### config.mk
export PLATFORM = sky130hd
export DESIGN_NAME = mdio_mgmt_arbiter
export DESIGN_NICKNAME = d
export VERILOG_FILES = /design/src/rtl/mdio_mgmt_arbiter.sv
export SDC_FILE = /design/constraint.sdc
export NUM_CORES = 1
export LEC_CHECK = 0
export ABC_AREA = 1
export CAP_MARGIN = 0
export CORE_UTILIZATION = 41
export CTS_CLUSTER_SIZE = 14
export DETAILED_ROUTE_END_ITERATION = 16
export HOLD_SLACK_MARGIN = 0.02
export PLACE_DENSITY = 0.81
export SYNTH_ARGS = -nofsm -noshare
export SYNTH_HDL_FRONTEND = slang
export SYNTH_SLANG_ARGS = --single-unit
export TNS_END_PERCENT = 30
### constraint.sdc
create_clock -name clk -period 2.5 [get_ports clk]
set_input_delay 0.375 -clock clk [delete_from_list [all_inputs] [get_ports clk]]
set_output_delay 0.375 -clock clk [all_outputs]
set_load 0.01 [all_outputs]
### src/rtl/mdio_mgmt_arbiter.sv
// -----------------------------------------------------------------------------
// mdio_mgmt_arbiter
//
// Shares a single MDIO frame engine among NUM_REQ management clients (link
// pollers, PHY init sequencers, CSR bridges, ...). Clients are served
// round-robin, one transaction at a time. Each response goes back to the
// client that issued the command. A minimum idle gap separates the
// completion of one frame from the issue of the next.
//
// Transaction flow: IDLE -> ISSUE -> WAIT -> RESP -> GAP -> IDLE
//
// Optional feature macro: MDIO_TIMEOUT_EN
//   When it is defined, a 16-bit watchdog runs in ISSUE and WAIT. On
//   expiry it completes the transaction with rsp_err=1 and
//   rsp_rdata=16'hFFFF. When it is not defined, there is no watchdog and
//   rsp_err is tied to 0.
//
// Parameters
//   NUM_REQ     number of clients (2..8)
//   GAP_CYCLES  minimum idle clk cycles after eng_done (1..255)
//   TO_CYCLES   watchdog limit in clk cycles (timeout build only)
//
// Ports
//   clk, reset        system clock; asynchronous active-low reset
//   req_valid/ready   per-client request handshake (ready is one-hot or 0)
//   req_write         per-client direction, 1 = write
//   req_phy/req_reg   per-client 5-bit addresses, client i at [5i+4:5i]
//   req_wdata         per-client write data, client i at [16i+15:16i]
//   rsp_valid         one-cycle completion pulse to the issuing client
//   rsp_rdata         read data, held until the next response
//   rsp_err           qualifies rsp_valid, 1 = watchdog timeout
//   eng_cmd_valid/ready  command handshake to the frame engine
//   eng_write/phy/reg/wdata  command fields, stable while eng_cmd_valid=1
//   eng_done/eng_rdata   frame-complete pulse and its read data
//   busy              1 in any state other than IDLE
//   grant_id          index of the current or last granted client
// -----------------------------------------------------------------------------
module mdio_mgmt_arbiter #(
  parameter int NUM_REQ    = 4,
  parameter int GAP_CYCLES = 8,
  parameter int TO_CYCLES  = 4096
) (
  input  logic                         clk,
  input  logic                         reset,
  input  logic [NUM_REQ-1:0]           req_valid,
  output logic [NUM_REQ-1:0]           req_ready,
  input  logic [NUM_REQ-1:0]           req_write,
  input  logic [5*NUM_REQ-1:0]         req_phy,
  input  logic [5*NUM_REQ-1:0]         req_reg,
  input  logic [16*NUM_REQ-1:0]        req_wdata,
  output logic [NUM_REQ-1:0]           rsp_valid,
  output logic [15:0]                  rsp_rdata,
  output logic                         rsp_err,
  output logic                         eng_cmd_valid,
  input  logic                         eng_cmd_ready,
  output logic                         eng_write,
  output logic [4:0]                   eng_phy,
  output logic [4:0]                   eng_reg,
  output logic [15:0]                  eng_wdata,
  input  logic                         eng_done,
  input  logic [15:0]                  eng_rdata,
  output logic                         busy,
  output logic [$clog2(NUM_REQ)-1:0]   grant_id
);

  localparam int IDW = $clog2(NUM_REQ);

  // Reject out-of-range configurations at elaboration time.
  if (NUM_REQ < 2 || NUM_REQ > 8) begin : g_bad_num_req
    $error("mdio_mgmt_arbiter: NUM_REQ must be 2..8");
  end
  if (GAP_CYCLES < 1 || GAP_CYCLES > 255) begin : g_bad_gap
    $error("mdio_mgmt_arbiter: GAP_CYCLES must be 1..255");
  end
  if (TO_CYCLES < 1 || TO_CYCLES > 65535) begin : g_bad_to
    $error("mdio_mgmt_arbiter: TO_CYCLES must be 1..65535");
  end

  typedef enum logic [2:0] {
    S_IDLE  = 3'd0,
    S_ISSUE = 3'd1,
    S_WAIT  = 3'd2,
    S_RESP  = 3'd3,
    S_GAP   = 3'd4
  } state_t;

  state_t           state_q,     state_d;
  logic [IDW-1:0]   rr_ptr_q,    rr_ptr_d;
  logic [IDW-1:0]   grant_id_q,  grant_id_d;
  logic             eng_write_q, eng_write_d;
  logic [4:0]       eng_phy_q,   eng_phy_d;
  logic [4:0]       eng_reg_q,   eng_reg_d;
  logic [15:0]      eng_wdata_q, eng_wdata_d;
  logic [15:0]      rsp_rdata_q, rsp_rdata_d;
  logic [7:0]       gap_cnt_q,   gap_cnt_d;
`ifdef MDIO_TIMEOUT_EN
  logic [15:0]      wd_cnt_q,    wd_cnt_d;
  logic             rsp_err_q,   rsp_err_d;
  logic             wd_expired;
`endif

  // Per-client request fields unpacked from the flat buses.
  logic [4:0]  phy_arr   [NUM_REQ];
  logic [4:0]  reg_arr   [NUM_REQ];
  logic [15:0] wdata_arr [NUM_REQ];

  for (genvar g = 0; g < NUM_REQ; g++) begin : g_unpack
    assign phy_arr[g]   = req_phy[5*g +: 5];
    assign reg_arr[g]   = req_reg[5*g +: 5];
    assign wdata_arr[g] = req_wdata[16*g +: 16];
  end

  // ---------------------------------------------------------------------------
  // Round-robin pick: the first requester at or after rr_ptr, wrapping.
  // ---------------------------------------------------------------------------
  logic           pick_any;
  logic [IDW-1:0] pick_idx;

  always_comb begin : rr_pick
    logic [IDW:0] sum;
    // NOTE: every variable written in a combinational block gets a default
    // first. Without it, a path that leaves the variable unassigned infers a
    // latch.
    sum      = '0;
    pick_any = 1'b0;
    pick_idx = '0;
    for (int i = 0; i < NUM_REQ; i++) begin
      sum = {1'b0, rr_ptr_q} + (IDW+1)'(i);
      if (sum >= (IDW+1)'(NUM_REQ)) begin
        sum = sum - (IDW+1)'(NUM_REQ);
      end
      if (!pick_any && req_valid[IDW'(sum)]) begin
        pick_any = 1'b1;
        pick_idx = IDW'(sum);
      end
    end
  end

  // req_ready is combinational, so the accept happens in the same cycle as
  // the grant decision.
  always_comb begin : ready_gen
    req_ready = '0;
    if (state_q == S_IDLE && pick_any) begin
      req_ready[pick_idx] = 1'b1;
    end
  end

  always_comb begin : rsp_gen
    rsp_valid = '0;
    if (state_q == S_RESP) begin
      rsp_valid[grant_id_q] = 1'b1;
    end
  end

`ifdef MDIO_TIMEOUT_EN
  assign wd_expired = (wd_cnt_q == 16'(TO_CYCLES));
`endif

  // ---------------------------------------------------------------------------
  // Next-state logic
  // ---------------------------------------------------------------------------
  always_comb begin : fsm_next
    state_d     = state_q;
    rr_ptr_d    = rr_ptr_q;
    grant_id_d  = grant_id_q;
    eng_write_d = eng_write_q;
    eng_phy_d   = eng_phy_q;
    eng_reg_d   = eng_reg_q;
    eng_wdata_d = eng_wdata_q;
    rsp_rdata_d = rsp_rdata_q;
    gap_cnt_d   = gap_cnt_q;
`ifdef MDIO_TIMEOUT_EN
    wd_cnt_d    = wd_cnt_q;
    rsp_err_d   = rsp_err_q;
`endif

    unique case (state_q)
      S_IDLE: begin
        if (pick_any) begin
          grant_id_d  = pick_idx;
          eng_write_d = req_write[pick_idx];
          eng_phy_d   = phy_arr[pick_idx];
          eng_reg_d   = reg_arr[pick_idx];
          eng_wdata_d = wdata_arr[pick_idx];
          state_d     = S_ISSUE;
`ifdef MDIO_TIMEOUT_EN
          wd_cnt_d    = '0;
          rsp_err_d   = 1'b0;
`endif
        end
      end

      S_ISSUE: begin
        // An accept that lands on the expiry cycle still wins: the engine
        // now owns the frame and its eng_done will follow.
        if (eng_cmd_ready) begin
          state_d = S_WAIT;
`ifdef MDIO_TIMEOUT_EN
          wd_cnt_d = wd_cnt_q + 16'd1;
        end else if (wd_expired) begin
          rsp_rdata_d = 16'hFFFF;
          rsp_err_d   = 1'b1;
          state_d     = S_RESP;
        end else begin
          wd_cnt_d = wd_cnt_q + 16'd1;
`endif
        end
      end

      S_WAIT: begin
        if (eng_done) begin
          // Writes return no data; report zero rather than bus noise.
          rsp_rdata_d = eng_write_q ? 16'h0000 : eng_rdata;
          state_d     = S_RESP;
`ifdef MDIO_TIMEOUT_EN
          rsp_err_d   = 1'b0;
        end else if (wd_expired) begin
          rsp_rdata_d = 16'hFFFF;
          rsp_err_d   = 1'b1;
          state_d     = S_RESP;
        end else begin
          wd_cnt_d = wd_cnt_q + 16'd1;
`endif
        end
      end

      S_RESP: begin
        rr_ptr_d  = (grant_id_q == IDW'(NUM_REQ-1)) ? '0 : grant_id_q + IDW'(1);
        gap_cnt_d = 8'(GAP_CYCLES-1);
        state_d   = S_GAP;
      end

      S_GAP: begin
        if (gap_cnt_q == 8'd0) begin
          state_d = S_IDLE;
        end else begin
          gap_cnt_d = gap_cnt_q - 8'd1;
        end
      end

      default: state_d = S_IDLE;
    endcase
  end

  // ---------------------------------------------------------------------------
  // State registers
  // ---------------------------------------------------------------------------
  // NOTE: sequential state uses non-blocking assignments only, so every
  // register samples the value from before the clock edge regardless of
  // statement order.
  always_ff @(posedge clk or negedge reset) begin
    if (!reset) begin
      state_q     <= S_IDLE;
      rr_ptr_q    <= '0;
      grant_id_q  <= '0;
      eng_write_q <= 1'b0;
      eng_phy_q   <= '0;
      eng_reg_q   <= '0;
      eng_wdata_q <= '0;
      rsp_rdata_q <= '0;
      gap_cnt_q   <= '0;
`ifdef MDIO_TIMEOUT_EN
      wd_cnt_q    <= '0;
      rsp_err_q   <= 1'b0;
`endif
    end else begin
      state_q     <= state_d;
      rr_ptr_q    <= rr_ptr_d;
      grant_id_q  <= grant_id_d;
      eng_write_q <= eng_write_d;
      eng_phy_q   <= eng_phy_d;
      eng_reg_q   <= eng_reg_d;
      eng_wdata_q <= eng_wdata_d;
      rsp_rdata_q <= rsp_rdata_d;
      gap_cnt_q   <= gap_cnt_d;
`ifdef MDIO_TIMEOUT_EN
      wd_cnt_q    <= wd_cnt_d;
      rsp_err_q   <= rsp_err_d;
`endif
    end
  end

  // ---------------------------------------------------------------------------
  // Outputs
  // ---------------------------------------------------------------------------
  assign eng_cmd_valid = (state_q == S_ISSUE);
  assign eng_write     = eng_write_q;
  assign eng_phy       = eng_phy_q;
  assign eng_reg       = eng_reg_q;
  assign eng_wdata     = eng_wdata_q;
  assign rsp_rdata     = rsp_rdata_q;
  assign busy          = (state_q != S_IDLE);
  assign grant_id      = grant_id_q;

`ifdef MDIO_TIMEOUT_EN
  assign rsp_err = rsp_err_q & (state_q == S_RESP);
`else
  assign rsp_err = 1'b0;
`endif

endmodule

# [Word-level counts from Yosys, hierarchy flattened]
# Cells that the tools add are included.
[totals] wordCells=105 reg_bits=58 in_bits=132
[op_classes] add_sub_neg=9 magnitude_cmp=13 muxes=46 eq_ne=10 reduce_logical=17 bitwise_logic=1
[op_table] cell="two-way mux 16 bit" n=3
[op_table] cell="binary-select mux 16 bit (select 2 bit)" n=1
[op_table] cell="binary-select mux 5 bit (select 2 bit)" n=2
[op_table] cell="two-way mux 5 bit" n=4
[op_table] cell="less-than comparator 2 x 3 -> 1 bit (second input constant)" n=6
[op_table] cell="two-way mux 2 bit" n=9
[op_table] cell="one-hot mux 8 bit (2 select lines)" n=1
[op_table] cell="one-hot mux 3 bit (5 select lines)" n=1
[op_table] cell=">= comparator 3 bit (second input constant)" n=4
[op_table] cell="two-way mux 3 bit" n=4
[op_table] cell="two-way mux 1 bit" n=11
[op_table] cell="binary-select mux 1 bit (select 2 bit)" n=5
[op_table] cell="zero test 8 bit" n=1
[op_table] cell="two-way mux 4 bit" n=2
[op_table] cell="two-way mux 8 bit" n=1
[op_table] cell="!= test 2 bit (second input constant)" n=4
[op_table] cell="subtractor 2 x 1 -> 2 bit (second input constant)" n=4
[op_table] cell="subtractor 8 x 1 -> 8 bit (second input constant)" n=1
[op_table] cell="adder 2 x 2 -> 3 bit (second input constant)" n=2
[op_table] cell="equality test 3 x 2 -> 1 bit (second input constant)" n=2
[op_table] cell="logical AND 1 bit" n=6
[op_table] cell="AND reduction 2 bit" n=3
[op_table] cell="demux 1 bit (select 2 bit)" n=2
[op_table] cell=">= comparator 2 x 1 -> 1 bit (second input constant)" n=2
[op_table] cell="other kinds (13)" n=15

# [Logic depth before layout (Yosys ltp)]
# Gate-level depths: netlist of run 1.
[depth] word_depth=19 depth_mapped=16 mapped_depth_nobuf=13

# [Worst setup path before layout of run 1]
# OpenSTA, ideal clock, no wires.
[synth_path] path_type="register to output" from="register rr_ptr_q[0]" to="output port req_ready[1]" t_arrival_ns=1.702 setup_slack_ns=0.423 t_required_ns=2.125 path_stages_with_launch=13 cell_sequence="dfrtp_1 buf_6 inv_6 nand2_1 nand3_1 nand2_2 inv_2 nand2_2 nand2_4 nand3_2 buf_6 buf_6 nor3_1"
[synth_between] elab_chain_cells=19
[synth_lines] element="start, declared" line="88" source="logic [IDW-1:0] rr_ptr_q, rr_ptr_d;"
[synth_lines] element="start signal, assigned" line="268" source="rr_ptr_q <= rr_ptr_d;"
[synth_lines] element="parallel branches: the longest is 18 deep, another holds adder 2 x 1 -> 3 bit"
[synth_lines] element="two-way mux 4 bit (*)" line="143" source="if (state_q == S_IDLE && pick_any) begin"
[synth_lines] element="end, declared" line="46" source="output logic [NUM_REQ-1:0] req_ready,"
# Mark *: on every way between the ends. The select of a mux whose other input is x is not followed.

# [Worst setup path in the final report of run 1]
# Same ends and word-level chain as after synthesis.

==> results of run 1 <==
-- cells in the final DEF (no fill, tap or decap), types with 2 or more instances in the layout --
cell type	n
ha_1	6
inv_6	2
nand2_4	2
o21ai_0	27
buf_4	18
a21oi_1	6
nand4_1	54
nand2_1	164
nor2_1	21
inv_1	29
buf_12	2
inv_2	4
nand3_4	4
nand3_2	2
a31oi_1	2
clkbuf_2	3
nor3_1	4
nand3_1	107
clkdlybuf4s50_1	181
clkinv_2	2
dfrtp_1	58
nand2_2	5
clkbuf_8	10
-- metrics by stage --
| stage | instances | worst slack, ns | TNS, ns |
|---|---|---|---|
| floorplan | 543 | 0.4229 | 0 |
| global placement | 818 | -0.1915 | -0.6842 |
| detailed placement | 818 | -0.2984 | -0.9876 |
| CTS | 834 | -0.04450 | -0.07660 |
| global route | 834 | -0.08601 | -0.1821 |
| finish | 834 | 0.06645 | 0 |
-- cells by family (layout without fill, tap and decap cells) --
family,Yosys count,after routing,synth area share
AOI/OAI and AO/OA,38,38,0.05157
xor gates and xnor gates,1,1,0.002285
adders and majority gates,6,6,0.01958
buffers and inverters,73,256,0.1009
DFF,58,58,0.3786
other,1,1,0.0009782
and+or+nand+nor,366,366,0.4461
-- timing repair --
action | 4_1_cts | 5_1_grt
gates resized for setup | 8 | 13
endpoints found under the setup margin | 4 | 4
cloned | 0 | 0
pin swaps | 0 | 2
-- metal layers --
metal	vias to the layer above	track usage	wire, µm
met5	-	0	0
met2	187	0.4507	6147
met1	2125	0.3274	5650
met4	0	0.08152	179
li1	2189	-	-
met3	20	0.05532	970
-- worst paths after layout --
| check | end | cells after the start | slack (ns) |
|---|---|---|---|
| min in group clk | gap_cnt_q[0]$_DFFE_PN0P_ | 1 | 0.48 |
| max in group asynchronous | eng_wdata[1]$_DFFE_PN0P_ | 2 | 1.82 |
| setup / recovery | req_ready[1] | 11 | 0.07 |
| hold reg to reg | gap_cnt_q[0]$_DFFE_PN0P_ | 1 | 0.48 |
| setup reg to reg | eng_wdata[15]$_DFFE_PN0P_ | 13 | 0.31 |
| hold / removal | rsp_rdata[15]$_DFFE_PN0P_ | 1 | 0.09 |
-- worst register-to-register path, cell delays in order, from the launching register on --
cell and delay, ns:
dfrtp_1 0.40, buf_12 0.15, inv_6 0.08, nand2_1 0.08, nand3_1 0.10, nand2_2 0.10
inv_2 0.11, nand2_2 0.07, nand2_4 0.07, buf_4 0.47, nand4_1 0.21, nand3_1 0.14
nand3_1 0.08, nand2_1 0.07
-- power groups by stage --
stage / combinational [mW] / clock [mW] / sequential [mW]
2_1_floorplan: 3.82 / 0 / 1.78
3_3_place_gp: 5.79 / 0 / 1.63
3_5_place_dp: 5.96 / 0 / 1.64
4_1_cts: 5.98 / 0.897 / 1.64
5_1_grt: 6.71 / 0.931 / 1.69
6_report: 6.06 / 0.879 / 1.64
-- layout make-up --
class / instances / area (µm²) / share of cell area
multi-input cells: 412 / 2041 / 0.3413
repair buffers: 206 / 2017 / 0.3373
flip-flops and latches: 58 / 1451 / 0.2427
clock buffers: 10 / 137.6 / 0.02302
well taps: 108 / 135.1 / 0.02260
inverters: 34 / 132.6 / 0.02218
clock inverters: 6 / 65.06 / 0.01088
==> impl_results.md, run 1 <==
* Pwr Total at 8.577 mW
* Switching share of power at 0.5048
* Critical-path maximum fanout at 10
* Fmax at 0.4109 GHz
* #FFs+latches synth at 58
* Max Clock Skew at 0.009013 ns
* Fin nets at 859
* Skew-Pair Late Insertion Delay at 0.33 ns
* Number of flops mapped to enable cells by yosys at 0
* Final RePlAce weighted congestion at 0.8670
* TritonRoute pass-1 iters at 4
* Top Family by Delay on Critical Path: simple AND/OR/NAND/NOR gates
* CP Capture Type: output port
* Synth top cells by count: nand2_1, nand3_1, dfrtp_1
* # fillers at 770
* Crit path from: rr_ptr_q[0]$_DFFE_PN0P_
* Num CTS Buffers at 9
* Clk pwr share at 0.102
* DRT Wirelength at 12.95 mm
* Leak pwr at 2.784 nW
* Io pins at 188
* Post-CTS setup buffers at 0
* Die height at 98.70 µm
* Final slew viol count at 0
* Final-report setup violation count at 0
* Vias per cell at 5.421
* CTS root buf: clkbuf_8
* Deepest clock path buffer count at 2
* Startpoint type of the worst setup path: flip-flop
* Sink Count at 58
* CP Class: reg2out
* Diode count at 0
* Sequential area share after synthesis at 0.3786
* Fin crit share at 0.9734
* Final Hold Fails at 0
* Data required, critical path at 2.12 ns
* DP Wirelength at 9.452 mm
* Max Cap Viol at 0
* Tot GR Track Use at 0.2609
* Synth area leaders: dfrtp_1, nand2_1, nand3_1
* Seq pwr share at 0.191
* Core Area at 0.008891 mm²
* DRC violation count after routing at 0
* Largest net degree at the start of global routing at 55
* Post-synthesis average cell area at 7.060 µm²
* Initial drt markers at 210
* Vias at 4,521
* Final Cell Area at 0.005979 mm²
* Critical Path Max Stage Delay at 0.40 ns
* Comb power frac at 0.706
* CTS tree: done
* Final core occ at 0.6725
* Post-synth cell types at 29
* Min Tclk post-route at 2.434 ns
* Worst hold path class: in2async
* Cell Chain, Critical Path: buf_12 > inv_6 > nand2_1 > nand3_1 > nand2_2 > inv_2 > nand3_1 > nand2_1 > nand3_4 > nor3_1 > clkdlybuf4s15_1
* Most frequent cell after synthesis: nand2_1
* Area after DPL at 0.005747 mm²
* Crit-path slowest cell: dfrtp_1
* Worst Tran Pin Value at 0.9424 ns
* Die area at 0.009741 mm²
* Worst Path Arrival at 2.06 ns
* Layout cells sized above 1 at 0.08402
* First-pass GRT wire length at 20.42 mm
* Syn Nets at 681
* Clk slew on worst S/H paths at 0.07 ns
* Worst r2r src: rr_ptr_q[0]$_DFFE_PN0P_
* Initial Util at 0.4312
* RSZ-0062 raised after global routing: yes
* H-tree depth at 3
* # rows at 34
* Maximum vdd drop at 0.9836 mV
* P_sw at 4.330 mW
* Outcome: completed
* P&R area growth vs syn at 55.97%
* Routed Antenna Nets at 0
* Cell Pwr Density at 1434 mW/mm²
* Area of the mapped netlist at 0.003834 mm²
* Max_slew headroom at 0.3694
* Die width at 98.70 µm
* Final Hold Slack at 0.08528 ns
* Crit path buffers/inverters at 4
* Internal power at 4.247 mW
* Number of global-route vias before repair at 4,346
* Synthesis Warnings at 0
* WL per Instance at 15.53 µm
* Asr flop ratio synth at 1.000
* Main synth FF type: dfrtp_1
* Initial antenna violation count at 0
* CTS Hold Bufs at 0
* Mapped Cells at 543
* PortBufs at 186
* Biggest area consumer among synthesized cells: dfrtp_1
* GR Overflow Total at 0
* Area share of the largest cell type after synthesis at 0.3786
No activity file was read; power rests on OpenSTA's default activity.
==> inputs of run 2 (changes only) <==
--- a/config.mk
+++ b/config.mk
@@ -12,6 +12,7 @@
 export DETAILED_ROUTE_END_ITERATION = 16
 export HOLD_SLACK_MARGIN = 0.02
 export PLACE_DENSITY = 0.81
+export SETUP_SLACK_MARGIN = 0.1
 export SYNTH_ARGS = -nofsm -noshare
 export SYNTH_HDL_FRONTEND = slang
 export SYNTH_SLANG_ARGS = --single-unit
==> run 2 against run 1 <==
Via count is 0.62% higher. Non-clock buffer count is 5 higher. First-iteration DRC count is 7.6% higher. Highest routed layer unchanged.
==> impl_results.md, run 2 (synthesized netlist as in run 1, its figures left out) <==
* Fin nets at 864 (+0.58%)
* Initial antenna violation count at 0 (unchanged)
* Top Family by Delay on Critical Path: simple AND/OR/NAND/NOR gates
* Clk pwr share at 0.100 (-0.002)
* CTS root buf: clkbuf_8
* Worst R2R Path Depth at 16 (+3)
* WL per Instance at 15.49 µm (-0.24%)
* RSZ-0062 raised after global routing: yes
* Io pins at 188 (unchanged)
* Pwr Total at 8.779 mW (+2.4%)
* Die height at 98.70 µm (unchanged)
* Worst Tran Pin Value at 0.9327 ns (-0.009692 ns)
* Final RePlAce weighted congestion at 0.8670 (unchanged)
* Reg area at 0.001453 mm² (about the same)
* Initial drt markers at 226 (+7.6%)
* # fillers at 761 (-1.2%)
* Setup WS post-layout at 0.1839 ns (+0.1175 ns)
* Final Hold Fails at 0 (unchanged)
* Worst hold path class: in2async
* Data required, critical path at 2.12 ns (about the same)
* Internal power at 4.390 mW (+3.4%)
* DRT Wirelength at 13.00 mm (+0.36%)
* Critical-path maximum fanout at 10 (unchanged)
* Most used cell, CP: nand2_1
* Max Clock Skew at 0.008816 ns (-0.0001970 ns)
* R2R Path End: eng_wdata[5]$_DFFE_PN0P_
* Crit-path slowest cell: dfrtp_1
* Vias at 4,549 (+0.62%)
* Most frequent cells in the layout: clkdlybuf4s50_1, nand2_1, nand3_1, dfrtp_1, nand4_1
* Die width at 98.70 µm (unchanged)
* Clk slew on worst S/H paths at 0.08 ns (about the same)
* Die area at 0.009741 mm² (unchanged)
* Number of global-route vias before repair at 4,371 (+0.58%)
* Maximum vdd drop at 0.9636 mV (-2.0%)
* Startpoint type of the worst setup path: flip-flop
* # rows at 34 (unchanged)
* Critical Path Stages at 11 (unchanged)
* Leak pwr at 2.819 nW (+1.2%)
* Critical Path Max Stage Delay at 0.39 ns (about the same)
* P_sw at 4.389 mW (+1.4%)
* Cell Chain, Critical Path: buf_12 > inv_8 > nand2_1 > nand2_2 > nand2_1 > nand2_2 > nand3_1 > nand2_1 > nand3_4 > nor3_1 > clkbuf_2
* CP Capture Point: req_ready[1]
* P&R area growth vs syn at 58.00%
* TritonRoute pass-1 iters at 4 (unchanged)
* CP Capture Type: output port
* Cell Pwr Density at 1449 mW/mm² (+1.0%)
* DP Worst Slack at -0.2984 ns (unchanged)
* Tot GR Track Use at 0.2618 (+0.0009197)
* Vias per cell at 5.422 (about the same)
* PortBufs at 186 (unchanged)
* Area of the multi-input gates at 0.002076 mm² (+1.7%)
* H-tree depth at 3 (unchanged)
* Commonest non-fill, non-tap cell in the layout: clkdlybuf4s50_1
* Fmax at 0.4318 GHz (+5.1%)
* Min Tclk post-route at 2.316 ns (-0.1175 ns)
* GR Overflow Total at 0 (unchanged)
* Max_slew headroom at 0.3759 (+0.006485)
* Worst Path Arrival at 1.94 ns (-0.12 ns)
* Final slew viol count at 0 (unchanged)
* Initial Util at 0.4312 (unchanged)
* Routed Antenna Nets at 0 (unchanged)
* Switching share of power at 0.4999 (-0.004903)
* Final-report setup violation count at 0 (unchanged)
* Max Cap Viol at 0 (unchanged)
* Reg-to-reg slack, setup at 0.25 ns (-0.06 ns)
* Diode count at 0 (unchanged)
* Final Hold Slack at 0.08869 ns (+0.003415 ns)
* CP Class: reg2out
* Seq pwr share at 0.187 (-0.004)
* Skew-Pair Late Insertion Delay at 0.33 ns (about the same)
* Deepest clock path buffer count at 2 (unchanged)
* Outcome: completed
* Largest net degree at the start of global routing at 55 (unchanged)
* Sink Count at 58 (unchanged)
* Core Area at 0.008891 mm² (unchanged)
* Comb power frac at 0.712 (+0.006)
* CTS tree: done
* Num CTS Buffers at 9 (unchanged)
* Worst r2r src: rr_ptr_q[0]$_DFFE_PN0P_
* DP Wirelength at 9.452 mm (unchanged)
* First-pass GRT wire length at 20.51 mm (+0.40%)
* Fin crit share at 0.9264 (-0.04700)
* Crit path buffers/inverters at 3 (-1)
* Crit path from: rr_ptr_q[0]$_DFFE_PN0P_
* Layout cells sized above 1 at 0.1081 (+0.02405)
* DRC violation count after routing at 0 (unchanged)
run 2: worst min path at each step:
| stage | endpoint | from | slack, ns |
|---|---|---|---|
| global route | rsp_rdata[4]$_DFFE_PN0P_ | reset | 0.15 |
| CTS | rsp_rdata[4]$_DFFE_PN0P_ | reset | 0.10 |
| floorplan | eng_phy[0]$_DFFE_PN0P_ | reset | 0.08 |
| global placement | rsp_rdata[4]$_DFFE_PN0P_ | reset | 0.45 |
| finish | rsp_rdata[15]$_DFFE_PN0P_ | reset | 0.09 |
| detailed placement | rsp_rdata[4]$_DFFE_PN0P_ | reset | 0.46 |
run 2: area by class of cell:
type / count / share of cell area
Timing Repair Buffer: 211 / 0.3390
Inverter: 34 / 0.02272
Multi-Input combinational cell: 412 / 0.3427
Tap cell: 108 / 0.02231
Clock inverter: 6 / 0.01074
Clock buffer: 10 / 0.02272
Sequential cell: 58 / 0.2398
run 2: power by group through the flow:
| stage | sequential [mW] | clock (mW) | combinational [mW] |
|---|---|---|---|
| floorplan | 1.78 | 0 | 3.82 |
| global placement | 1.63 | 0 | 5.79 |
| detailed placement | 1.64 | 0 | 5.96 |
| CTS | 1.64 | 0.897 | 6.06 |
| global route | 1.70 | 0.933 | 6.95 |
| finish | 1.65 | 0.878 | 6.25 |
run 2: repair_timing:
item,in CTS,in global routing
setup buffers,1,4
pin swaps,4,5
endpoints found under the setup margin,4,11
hold endpoints to repair,0,0
hold buffers,0,0
gates resized for setup,18,23
run 2: routing by layer:
metal	GRT usage	share of wire	vias to the layer above	routed length, µm
li1	-	-	2209	-
met1	0.3252	0.43	2134	5543
met2	0.4496	0.48	190	6288
met3	0.05816	0.077	16	1007
met4	0.09185	0.012	0	155
met5	0	0	-	0
run 2: through the flow:
stage | setup TNS [ns] | area, µm² | std cells | util
after floorplan | 0 | 3834 | 543 | -
after global placement | -0.6842 | 5747 | 818 | 0.6464
after detailed placement | -0.9876 | 5747 | 818 | 0.6464
after CTS | 0 | 5983 | 835 | 0.6730
after global routing | 0 | 6057 | 839 | 0.6813
final | 0 | 6057 | 839 | 0.6813
